===== config.mk =====
export PLATFORM = sky130hd
export DESIGN_NAME = evg_dbus_generator
export DESIGN_NICKNAME = d
export VERILOG_FILES = /design/src/rtl/evg_dbus_generator.sv
export SDC_FILE = /design/constraint.sdc
export NUM_CORES = 1
export LEC_CHECK = 0
export CAP_MARGIN = 20
export CORE_MARGIN = 2
export CORE_UTILIZATION = 63
export CTS_CLUSTER_DIAMETER = 50
export DETAILED_ROUTE_END_ITERATION = 16
export PLACE_DENSITY_LB_ADDON = 0.12
export SETUP_SLACK_MARGIN = 0.1
export SLEW_MARGIN = 20
export SYNTH_ARGS = -nofsm -noshare
export SYNTH_HDL_FRONTEND = slang
export SYNTH_SLANG_ARGS = --single-unit

===== constraint.sdc =====
create_clock -name evgTxClk -period 4.1 [get_ports evgTxClk]
set_clock_uncertainty 0.1 [all_clocks]
set_input_delay 0.82 -clock evgTxClk [delete_from_list [all_inputs] [get_ports evgTxClk]]
set_output_delay 0.82 -clock evgTxClk [all_outputs]
set_load 0.1 [all_outputs]

===== src/rtl/evg_dbus_generator.sv =====
// evg_dbus_generator: distributed-bus word builder for one event generator.
// Bit 0 carries the heartbeat; bits 1..CHANNEL_COUNT are programmable divider/one-shot/passthrough channels.
module evg_dbus_generator #(
    parameter int TXCLK_NOMINAL_FREQUENCY = 125000000,
    parameter int DISTRIBUTED_BUS_WIDTH   = 8,
    parameter int CHANNEL_COUNT           = 4,
    parameter int DIVIDER_WIDTH           = 16,
    localparam int CW = (CHANNEL_COUNT > 1) ? $clog2(CHANNEL_COUNT) : 1
) (
    input  logic                             evgTxClk,
    input  logic                             evgTxRst_n,
    input  logic                             evgHeartbeatRequest,
    input  logic                             evgCfgStrobe,
    input  logic [CW-1:0]                    evgCfgChannel,
    input  logic [1:0]                       evgCfgSelect,
    input  logic [DIVIDER_WIDTH-1:0]         evgCfgData,
    input  logic [CHANNEL_COUNT-1:0]         evgExternal,
    output logic [DISTRIBUTED_BUS_WIDTH-1:0] evgDistributedBus,
    output logic [CHANNEL_COUNT-1:0]         evgChannelActive
);
    localparam logic [DIVIDER_WIDTH-1:0] CH0_PERIOD = DIVIDER_WIDTH'(TXCLK_NOMINAL_FREQUENCY / 100000 - 1);

    logic                             hb_q;
    logic [CHANNEL_COUNT-1:0]         out_d;
    logic [CHANNEL_COUNT-1:0]         act_d;
    logic [CHANNEL_COUNT-1:0]         act_q;
    logic [DISTRIBUTED_BUS_WIDTH-1:0] bus_q;
    logic                             unused_cfg;

    assign unused_cfg = ^evgCfgData[DIVIDER_WIDTH-1:4];

    for (genvar k = 0; k < CHANNEL_COUNT; k++) begin : g_ch
        logic                     en_q;
        logic                     rs_q;
        logic                     run_q;
        logic                     run_d;
        logic                     wr;
        logic                     ch_out;
        logic                     ch_act;
        logic [1:0]               mode_q;
        logic [DIVIDER_WIDTH-1:0] per_q;
        logic [DIVIDER_WIDTH-1:0] high_q;
        logic [DIVIDER_WIDTH-1:0] ph_q;
        logic [DIVIDER_WIDTH-1:0] ph_d;
        logic [DIVIDER_WIDTH:0]   ph_inc;

        assign wr = evgCfgStrobe && (int'(evgCfgChannel) == k);

        // Next state uses the pre-write config so a coinciding write never alters this edge's heartbeat decision.
        always_comb begin
            ph_inc = {1'b0, ph_q} + 1'b1;
            ph_d   = '0;
            run_d  = 1'b0;
            if (en_q && mode_q == 2'd0) begin
                ph_d = ((rs_q && evgHeartbeatRequest) || ph_q >= per_q) ? '0 : ph_inc[DIVIDER_WIDTH-1:0];
            end else if (en_q && mode_q == 2'd1) begin
                run_d = evgHeartbeatRequest || (run_q && ph_inc < {1'b0, high_q});
                ph_d  = (!evgHeartbeatRequest && run_d) ? ph_inc[DIVIDER_WIDTH-1:0] : '0;
            end
            ch_out = en_q && (mode_q == 2'd0 ? ph_q < high_q :
                              mode_q == 2'd1 ? run_q && ph_q < high_q :
                              mode_q == 2'd2 ? evgExternal[k] : 1'b0);
            ch_act = en_q && mode_q != 2'd3 && (mode_q != 2'd1 || run_q);
        end

        always_ff @(posedge evgTxClk or negedge evgTxRst_n) begin
            if (!evgTxRst_n) begin
                en_q   <= 1'(k == 0);
                rs_q   <= 1'b0;
                mode_q <= '0;
                per_q  <= (k == 0) ? CH0_PERIOD : '0;
                high_q <= (k == 0) ? DIVIDER_WIDTH'(1) : '0;
                ph_q   <= '0;
                run_q  <= 1'b0;
            end else begin
                ph_q  <= ph_d;
                run_q <= run_d;
                if (wr && evgCfgSelect == 2'd0) per_q <= evgCfgData;
                if (wr && evgCfgSelect == 2'd1) high_q <= evgCfgData;
                if (wr && evgCfgSelect == 2'd2) {rs_q, mode_q, en_q} <= evgCfgData[3:0];
            end
        end

        assign out_d[k] = ch_out;
        assign act_d[k] = ch_act;
    end

    always_ff @(posedge evgTxClk or negedge evgTxRst_n) begin
        if (!evgTxRst_n) begin
            hb_q  <= 1'b0;
            bus_q <= '0;
            act_q <= '0;
        end else begin
            hb_q  <= evgHeartbeatRequest;
            bus_q <= DISTRIBUTED_BUS_WIDTH'({out_d, hb_q});
            act_q <= act_d;
        end
    end

    assign evgDistributedBus = bus_q;
    assign evgChannelActive  = act_q;
endmodule


==> summary.md <==
| Metric | Value |
|---|---|
| Die Y | 150.6 microns |
| Layout net count | 1630 |
| Pre-Repair DR Iteration Count | 5 |
| Crit-path cells | ha_1, nand2_1, nor2_1, and3_1, xnor2_1, inv_1, ha_1, a211oi_1, o21ai_0, a32oi_1, nand3_1, o31a_1, nor2b_1 |
| Clock Path Buffers | 3 |
| GR Overflow Total | 0 |
| Worst r2r src | g_ch[3].ph_q[0]$_DFF_PN0_ |
| Most common cell on crit path | ha_1 |
| Fmax achieved | 0.2859 GHz |
| Number of flops mapped to enable cells by yosys | 0 |
| Postcts setup bufs | 0 |
| Mean Syn Cell Area | roughly 9.9 sq um |
| Worst Setup End Kind | flip-flop |
| CTS tree | built |
| First-pass GRT wire length | 50710 microns |
| HPWL after DPL | 22340 microns |
| Worst EP required | 4.44 ns |
| Number of global-route vias before repair | 10060 |
| Count of pins over their slew limit | 0 |
| Initial DRC Count | 544 |
| Worst path slowest cell | o31a_1 |
| Largest net degree at the start of global routing | 91 |
| CTS Root Cell | clkbuf_16 |
| Synth-to-Final Area Change | 12.55% |
| Final Instance Count excl. Fillers | 1710 |
| Core Util, Final | 0.7245 |
| Most frequent cell after synthesis | dfrtp_1 |
| Main synth FF type | dfrtp_1 |
| Synth cell types | 68 |
| Dpl cells | 1660 |
| Post-DRT Antenna Nets | 0 |
| DRT Wirelength | 31260 microns |
| Yosys Warn Count | 0 |
| Hold bufs inserted after CTS | 0 |
| Worst Path Max Fanout | 16 |
| Vias | 9865 |
| PortBufs | 36 |
| Worst-path clk slew | 0.06 ns |
| WL/cell | between 15 and 20 microns |
| CTS Sinks | between 200 and 250 |
| R2R depth | 13 |
| PD cells | 457.8 nW/um^2 |
| Initial core utilization | 0.6438 |
| Capture point of the worst reg-to-reg path | g_ch[3].ph_q[5]$_DFF_PN0_ |
| Row cnt | 53 |
| Period Utilization, post-route | 0.8531 |
| Status | finished clean |
| Area contributors post-synth | dfrtp_1 (40%), ha_1 (17%), mux2_2 (7.0%) |
| Remaining routing DRC violations | 0 |
| CTS buffer count | 27 |
| Worst-Skew Late Latency | 0.53 ns |
| Critical path's top delay family | compound AO/OA/AOI/OAI gates |
| Seq cells post-synth | 222 |
| Worst setup SP type | flip-flop |
| Placeable Area | 21020 sq um |
| Initial antenna violation count | 2 |
| Top cell type by total area after synthesis | dfrtp_1 |
| Top cells by instance count after synthesis | dfrtp_1 (215), ha_1 (188), inv_1 (183) |
| Peak supply drop | 383.8 uV |
| Layout cells sized above 1 | 0.1248 |
| Vias per cell | 5.769 |
| Syn Inst Count | 1362 |
| LEAKAGE | 7.718 nW |
| Post-synth ARST share | 1.000 |
| Crit path depth | 13 |
| WS Path Type | reg -> reg |
| CP max stage delay | between 0.5 and 0.6 ns |
| Hold/Removal Path Class | in -> async |
| Total GRT Usage | 0.2855 |
| Final worst path period need | 3.498 ns |
| R2r setup slk | 0.60 ns |
| Io pins | 40 |
| Tightest Pin Transition | between 0.9 and 1 ns |
| H-tree levels | 1 |
| Post-synthesis sequential area ratio | 0.4112 |
| Final setup vio count | 0 |
| Max_cap viols | 0 |
| RSZ-0062 raised after global routing | no |
| Worst hold slack | approximately 0.17 ns |
| Worst Path Buf+Inv | 1 |
| DIE AREA | 22670 sq um |
| Synth top area share | 0.3976 |
| Post_cts resized | 0 |
| Rel. slew slack | 0.3507 |
| Pwr Total | about 7 mW |
| Final Hold Fails | 0 |
| Crit path arrival time | 3.84 ns |
| Mapped cell area | 13530 sq um |
| Setup tns final | 0 ns |
| RD Place Congestion | 0.9434 |
| Setup crit end | g_ch[3].ph_q[5]$_DFF_PN0_ |
| Die Wd | 150.6 microns |
| Crit path from | g_ch[3].ph_q[0]$_DFF_PN0_ |
[worst min-delay path by stage]
stage,startpoint,to,slack [ns],depth (start not counted)
floorplan,hb_q$_DFF_PN0_,evgDistributedBus[0]$_DFF_PN0_,0.23,0
global placement,hb_q$_DFF_PN0_,evgDistributedBus[0]$_DFF_PN0_,0.23,0
detailed placement,hb_q$_DFF_PN0_,evgDistributedBus[0]$_DFF_PN0_,0.25,0
CTS,evgTxRst_n,g_ch[0].ph_q[9]$_DFF_PN0_,0.23,1
global route,evgTxRst_n,g_ch[0].ph_q[10]$_DFF_PN0_,0.25,1
finish,evgTxRst_n,g_ch[0].ph_q[10]$_DFF_PN0_,0.17,1
[flip-flops by register name (all words and copies together) (netlist names), 4 cells and up]
| register | flops |
|---|---|
| g_ch.ph_q | 64 |
| g_ch.mode_q | 8 |
| evgDistributedBus | 5 |
| g_ch.per_q | 64 |
| g_ch.en_q | 4 |
| g_ch.rs_q | 4 |
| evgChannelActive | 4 |
| g_ch.run_q | 4 |
| g_ch.high_q | 64 |
[layout make-up]
cell class / count / area (sq um)
diodes: 1 / 2.502
clock buffers: 34 / 732.0
clock inverters: 15 / 265.3
fillers: 1564 / 5791
inverters: 183 / 686.9
multi-input cells: 928 / 7138
flip-flops and latches: 222 / 5564
well taps: 275 / 344.1
repair buffers: 52 / 498.0
[cell families after synthesis]
| group | count (synthesis) | synth area share |
|---|---|---|
| flip-flops | 222 | 0.4112 |
| buffers and inverters | 214 | 0.06213 |
| adder cells (fa/ha/maj) | 188 | 0.1738 |
| AO/OA/AOI/OAI | 237 | 0.1122 |
| other | 1 | 0.0002771 |
| multiplexers | 84 | 0.06990 |
| AND/OR/NAND/NOR | 360 | 0.1343 |
| XOR/XNOR | 56 | 0.03624 |
[cell usage in the layout (no fill, tap or decap), drive strengths merged, types with 7 or more instances in the layout]
master	instances
nand2b	21
dfrtp	215
buf	17
nand4	28
clkdlybuf4s50	35
a211oi	15
inv	187
a21oi	45
xor2	20
a21o	22
nor3	10
nand3	39
clkbuf	34
ha	188
xnor2	36
o21ai	93
dfstp	7
nand2	110
bufinv	7
nor2b	26
mux2	84
and4	8
nor2	84
[metal layers]
layer / track usage / up-vias / routed length, microns
li1: - / 4824 / -
met3: 0.03364 / 67 / 1292
met1: 0.3674 / 4774 / 13630
met2: 0.5064 / 200 / 15520
met4: 0.08302 / 0 / 816
met5: 0 / - / 0
[per-stage QoR]
step / setup WS, ns / cell area (sq um)
2_1_floorplan: 0.9837 / 13540
3_3_place_gp: 0.7225 / 14230
3_5_place_dp: 0.6469 / 14230
4_1_cts: 0.6219 / 15230
5_1_grt: 0.2699 / 15230
6_report: 0.6023 / 15230
[where the power goes]
group	internal [mW]	total, mW	switching, mW
clock	1.71	2.67	0.960
combinational	0.611	1.55	0.944
sequential	2.57	2.75	0.183
total	4.89	6.97	2.09
Note: power is estimated with default switching activity, not from simulation.
